## config.mk

```make
export PLATFORM = sky130hd
export DESIGN_NAME = mux_writedata_pipe
export DESIGN_NICKNAME = d
export VERILOG_FILES = /design/src/rtl/mux_writedata_pipe.sv
export SDC_FILE = /design/constraint.sdc
export NUM_CORES = 1
export LEC_CHECK = 0
export CAP_MARGIN = 20
export CORE_ASPECT_RATIO = 0.8
export CORE_MARGIN = 2
export CORE_UTILIZATION = 25
export CTS_CLUSTER_SIZE = 8
export DETAILED_ROUTE_END_ITERATION = 16
export REMOVE_ABC_BUFFERS = 1
export SLEW_MARGIN = 20
export SYNTH_ARGS = -nofsm -noshare
export SYNTH_HDL_FRONTEND = slang
export SYNTH_SLANG_ARGS = --single-unit
```

## constraint.sdc

```tcl
create_clock -name clk -period 2.3 [get_ports clk]
set_clock_uncertainty 0.2 [all_clocks]
set_input_delay 0.23 -clock clk [delete_from_list [all_inputs] [get_ports clk]]
set_output_delay 0.23 -clock clk [all_outputs]
set_load 0.02 [all_outputs]
```

## src/rtl/mux_writedata_pipe.sv

```systemverilog
// rtl/mux_writedata_pipe.sv - write-data source mux feeding a two-entry skid FIFO
// Register-0 transfers can be dropped; out-of-range selectors raise a sticky flag.
module mux_writedata_pipe #(
  parameter int WIDTH     = 32,
  parameter int N_SRC     = 6,
  parameter int SEL_W     = 3,
  parameter int ADDR_W    = 5,
  parameter int ZERO_DROP = 1
) (
  input  logic                   clk,
  input  logic                   reset,
  input  logic [SEL_W-1:0]       selector,
  input  logic [N_SRC*WIDTH-1:0] data_in,
  input  logic [ADDR_W-1:0]      addr_in,
  input  logic                   in_valid,
  output logic                   in_ready,
  input  logic                   flush,
  output logic [WIDTH-1:0]       data_out,
  output logic [ADDR_W-1:0]      addr_out,
  output logic                   out_valid,
  input  logic                   out_ready,
  output logic [1:0]             count,
  output logic                   sel_err
);

  logic [1:0]        cnt, cnt_nxt;
  logic [WIDTH-1:0]  head_data, head_data_nxt, skid_data, skid_data_nxt, sel_word;
  logic [ADDR_W-1:0] head_addr, head_addr_nxt, skid_addr, skid_addr_nxt;
  logic              in_ready_r, sel_err_r;
  logic              accept, pop, store, sel_oob;

  always_comb begin
    sel_word = '0;
    for (int k = 0; k < N_SRC; k++) begin
      if (selector == SEL_W'(k)) sel_word = data_in[k*WIDTH +: WIDTH];
    end
  end

  assign sel_oob = 32'(selector) >= 32'(N_SRC);
  assign accept  = in_valid && in_ready_r;
  assign pop     = (cnt != 2'd0) && out_ready;
  // A dropped register-0 write still completes its handshake.
  assign store   = accept && !((ZERO_DROP != 0) && (addr_in == '0));

  always_comb begin
    cnt_nxt       = cnt;
    head_data_nxt = head_data;
    head_addr_nxt = head_addr;
    skid_data_nxt = skid_data;
    skid_addr_nxt = skid_addr;
    if (flush) begin
      cnt_nxt = 2'd0;
    end else begin
      case (cnt)
        2'd0: begin
          if (store) begin
            cnt_nxt       = 2'd1;
            head_data_nxt = sel_word;
            head_addr_nxt = addr_in;
          end
        end
        2'd1: begin
          if (store && pop) begin
            head_data_nxt = sel_word;
            head_addr_nxt = addr_in;
          end else if (store) begin
            cnt_nxt       = 2'd2;
            skid_data_nxt = sel_word;
            skid_addr_nxt = addr_in;
          end else if (pop) begin
            cnt_nxt = 2'd0;
          end
        end
        default: begin
          if (pop) begin
            cnt_nxt       = 2'd1;
            head_data_nxt = skid_data;
            head_addr_nxt = skid_addr;
          end
        end
      endcase
    end
  end

  always_ff @(posedge clk or negedge reset) begin
    if (!reset) begin
      cnt        <= 2'd0;
      head_data  <= '0;
      head_addr  <= '0;
      skid_data  <= '0;
      skid_addr  <= '0;
      in_ready_r <= 1'b0;
      sel_err_r  <= 1'b0;
    end else begin
      cnt        <= cnt_nxt;
      head_data  <= head_data_nxt;
      head_addr  <= head_addr_nxt;
      skid_data  <= skid_data_nxt;
      skid_addr  <= skid_addr_nxt;
      in_ready_r <= (cnt_nxt != 2'd2);
      if (accept && sel_oob) sel_err_r <= 1'b1;
    end
  end

  assign count     = cnt;
  assign out_valid = (cnt != 2'd0);
  assign in_ready  = in_ready_r;
  assign sel_err   = sel_err_r;
  assign data_out  = out_valid ? head_data : '0;
  assign addr_out  = out_valid ? head_addr : '0;

endmodule

```

; ---- Word-level counts from Yosys, hierarchy flattened
; Cells that the tools add are included.
[classes]
order_cmp = 1
eq_ne = 9
n_mux = 23
n_bitwise = 2
n_reduce_logical = 13
[op_table]
columns = cell, count
row1 = 32-bit 2-to-1 mux, 10
row2 = 32-bit case mux with 2 select lines, 1
row3 = 5-bit 2-to-1 mux, 4
row4 = 2-bit 2-to-1 mux, 6
row5 = 5-bit case mux with 2 select lines, 1
row6 = 4-bit AND reduction, 2
row7 = "3-bit by 2-bit == test with 1-bit output, second input constant", 2
row8 = "3-bit == test, second input constant", 2
row9 = "2-bit inequality test, second input constant", 3
row10 = 1-bit logical AND, 5
row11 = 5-bit logical NOT, 1
row12 = 2-bit case mux with 2 select lines, 1
row13 = "3-bit by 1-bit == test with 1-bit output, second input constant", 1
row14 = "3-bit greater-or-equal comparator, second input constant", 1
row15 = 3-bit logical NOT, 1
row16 = 3-bit nonzero test, 1
row17 = "2-bit by 1-bit == test with 1-bit output, second input constant", 1
row18 = 2-bit logical NOT, 1
row19 = 1-bit inverter, 2
row20 = 2-bit nonzero test, 1
row21 = 1-bit logical NOT, 1
[word_totals]
ff_bits = 78
in_bits = 205
output_inout_bits = 42

; ---- Longest topological paths before layout
[logic_depth]
word_depth = 9
ltp_mapped = 7
ltp_nobuf = 4

; ---- Least setup slack after synthesis
; No wires, ideal clock.
[synth_path]
path_kind = reg2reg
start = reg cnt[1], in the netlist count[1]
end = reg head_data[10]
setup_ns = 0.124
t_arrival_ns = 1.515
required_time_ns = 1.976
path_slack_ns = 0.461
stages_incl_launch_ff = 7
path_buffers = 2
synth_period_minus_slack_ns = 1.839
path_cell_list = dfrtp_1 -> or3_1 -> o22a_2 -> buf_2 -> buf_2 -> a21oi_1 -> a21oi_1
[synth_between]
elab_chain_len = 5
elab_cells_between_ends = 10
classes_between = eq/ne: 3 / mux: 1 / reduce/logical: 6
[synth_lines]
columns = element, line_no
row1 = start: declaration, 26  ; logic [1:0] cnt, cnt_nxt;
row2 = start signal: assignment, 95  ; cnt <= cnt_nxt;
row3 = 2-bit nonzero test, 41  ; assign pop = (cnt != 2'd0) && out_ready;
row4 = 1-bit logical AND, 41
row5 = 1-bit logical AND, 63  ; if (store && pop) begin
row6 = 2-bit inequality test (no line), -
row7 = 4-bit AND reduction (no line), -
row8 = end signal: assignment, 96  ; head_data <= head_data_nxt;
row9 = end: declaration, 27  ; logic [WIDTH-1:0] head_data, head_data_nxt, skid_data, skid_data_nxt, sel_word;
; Parallel ways exist; a longest one is shown, timed or not.
; A chain may end at the register's enable or synchronous reset.

; ---- Worst setup path after layout
[layout_path]
start = reg cnt[0], in the netlist count[0]
end = out data_out[4]
[layout_between]
elab_chain_len = 2
[layout_lines]
columns = element, line_no
row1 = 2-bit nonzero test, 106  ; assign out_valid = (cnt != 2'd0);
row2 = 32-bit 2-to-1 mux, 109  ; assign data_out = out_valid ? head_data : '0;
row3 = end: declaration, 18  ; output logic [WIDTH-1:0] data_out,
; Every way passes these cells.

==> results.tsv <==
stage	metric	value	unit
setup_path	FF-to-FF Start	count[0]	
floorplanning	Top Ports	247	
cts	Worst-Skew Late Latency	0.34	ns
place	DP Cell Count	1161	
power	leakage power	3.62	nW
finish	Area growth syn-to-layout	57.7	%
sta	RSZ-0062 raised after global routing	false	
cts	CTS root buf	clkbuf_16	
setup_path	WS Path Type	reg -> out	
setup_path	Arr. time, crit path	1.80	ns
synth	FF+latch count, synth	78	
finish	fin nets	1078	
sta	sum of negative setup slack	0	ns
cts	Clock Path Buffers	2	
synth	synth warn	0	
sta	part of the cycle the worst path needs	0.969	
global_route	first-pass GRT wire length	31800	um
sta	Slew @ Worst Pin	0.434	ns
sta	final hold viol count	0	
sta	maximum clock rate	449	MHz
synth	top_reg_cell synth	dfrtp_1	
power	pwr dens	578	nW/um^2
floorplanning	die footprint	23400	um^2
sta	max-slew violation count	0	
global_route	initial antenna violation count	1	
synth	fraction of registers with async set/reset	1.00	
synth	post-synthesis cell area	5550	um^2
global_route	GRT overflow	0	
setup_path	reg-to-reg setup timing slack	0.26	ns
worst_hold_path	Tightest Hold Check Type	in -> async	
status	outcome	completed	
finish	Core Util, Final	0.403	
synth	Post-synth EDFFs	0	
cts	CTS Sinks	78	
place	Port-buffer cells	246	
finish	Non-Filler Instances	1178	
power	VDD IR max	0.261	mV
run	max_cap viols	0	
setup_path	CP Max Fanout	39	
synth	Yosys cell types	31	
floorplanning	Starting Density	0.256	
setup_path	Worst Setup SP	count[0]	
global_route	largest net degree at the start of global routing	68	
sta	fin crit period	2.23	ns
route	DR DRC count	0	
sta	Setup violations, final	0	
synth	Seq/Total Area, Yosys	0.352	
finish	layout cell share with drive strength beyond 1	0.0831	
floorplanning	num rows	48	
finish	fin area	8740	um^2
setup_path	Critical Path End	data_out[4]	
floorplanning	core area	21700	um^2
setup_path	Critical Path Sink Type	primary output	
cts	Reg clk slew, reported paths	0.06	ns
place	hpwl dp	15300	um
route	number of DRC markers in iteration 0	315	
setup_path	CP Launch Type	register	
floorplanning	chip height	137	um
route	via count	5923	
finish	Ant. Diodes	0	
route	Routed Antenna Nets	0	
cts	CTS H-tree lvls	3	
cts	CTS tree	built	
global_route	Total GRT Usage	0.175	
setup_path	Reg-to-Reg End	head_data[11]	
setup_path	Worst Reg-to-Reg Cells	6	
sta	worst rel slew slack	0.710	
floorplanning	chip width	171	um
route	DRT Pass-1 Iters	4	
route	via/cell ratio	5.03	
route	final WL	20600	um
finish	fillers	2239	
synth	Avg Cell Area, Syn	8.57	um^2
setup_path	Critical Path RT	1.87	ns
place	routability congestion estimate	0.783	
global_route	number of global-route vias before repair	5819	
synth	Syn Inst Count	647	
place	placed instance area	8450	um^2
route	DR WL/cell	17.5	um
cts	total CTS buffers	9	
cts	Setup Fix Bufs, Post-CTS	0	
[layer usage]
metal	GRT usage	share of wire	vias to the layer above
li1	-	-	2876
met1	0.226	0.46	2780
met2	0.287	0.45	233
met3	0.0514	0.077	32
met4	0.0480	0.019	2
met5	0	0.00063	-
[sequential cells by signal, summed over array words and instances (netlist names)]
name and flops:
head_data 32, skid_data 32, head_addr 5, skid_addr 5, count 2, in_ready 1, sel_err 1
[placed cells by master, fill, tap and decap left out, types with 2 or more instances in the layout]
cell type and count:
a21oi_1 107, a22oi_1 32, a32oi_1 32, and2_1 38, and2_2 2, buf_12 9, buf_4 32, clkbuf_16 9
clkbuf_8 4, clkdlybuf4s15_1 3, clkdlybuf4s50_1 203, dfrtp_1 77, dlygate4sd2_1 35, inv_1 2, mux2_2 5, mux2i_1 69
nand2_1 65, nor2_1 35, o21a_1 2, o21ai_0 20, o21ai_1 13, o21bai_1 32, o311ai_0 32
[critical path, cell delays in order (launching register included)]
cell,delay [ns]
dfrtp_1,0.41
or2_2,0.33
buf_12,0.19
and2_1,0.17
clkdlybuf4s15_1,0.34
[what timing repair did]
| item | in CTS | in global routing |
|---|---|---|
| gates resized for setup | 38 | 4 |
| hold endpoints to repair | 78 | 0 |
| hold buffers | 1 | 0 |
| endpoints found under the setup margin | 38 | 4 |
[cell type report]
cell class | instances | area (um^2) | area share
Multi-Input combinational cell | 497 | 3270 | 0.374
Timing Repair Buffer | 285 | 2820 | 0.322
Sequential cell | 78 | 1950 | 0.223
Tap cell | 300 | 375 | 0.0429
Clock buffer | 14 | 284 | 0.0325
Clock inverter | 2 | 37.5 | 0.00429
Inverter | 2 | 7.51 | 0.000858
[kinds of logic (layout without fill, tap and decap cells)]
group | Yosys count | count (layout) | synth area share
compound gates | 275 | 275 | 0.327
flops | 78 | 78 | 0.352
simple gates | 147 | 147 | 0.122
buf+inv | 72 | 303 | 0.0623
xor+xnor | 1 | 1 | 0.00158
mux | 74 | 74 | 0.135
[synthesized netlist by cell type (13+ instances only)]
cell type  count  share of area
a21oi_1      108          0.097
dfrtp_1       78           0.35
mux2i_1       69           0.12
nand2_1       65          0.044
and2_1        40          0.045
nor2_1        36          0.024
clkbuf_1      35          0.024
a22oi_1       32          0.043
a32oi_1       32          0.051
o21bai_1      32          0.043
o311ai_0      32          0.051
buf_2         21          0.019
o21ai_0       20          0.018
o21ai_1       13          0.012
[report_power, final]
| group | total (W) | switching [W] | internal, W | leakage, nW |
|---|---|---|---|---|
| clock network | 0.00152 | 0.000563 | 0.000960 | 0.155 |
| logic | 0.00164 | 0.000800 | 0.000837 | 2.53 |
| registers | 0.00190 | 0.000181 | 0.00171 | 0.931 |
| total | 0.00505 | 0.00154 | 0.00351 | 3.62 |
[through the flow]
step	hold WS, ns	total power [W]	worst slack [ns]
floorplan	-0.266	0.00265	-2.31
global placement	-0.0484	0.00359	0.105
detailed placement	-0.0442	0.00362	0.0841
CTS	0.110	0.00512	0.00286
global route	0.147	0.00539	0.00146
finish	0.119	0.00505	0.0721
[worst min path at each step]
stage          startpoint      endpoint  cells past startpoint
2_1_floorplan       reset      count[0]                      0
5_1_grt             reset  head_data[0]                      2
3_5_place_dp        reset  head_data[0]                      1
4_1_cts             reset  head_data[0]                      2
6_report            reset  head_data[0]                      2
3_3_place_gp        reset  head_data[0]                      1
No activity file was read; power rests on OpenSTA's default activity.
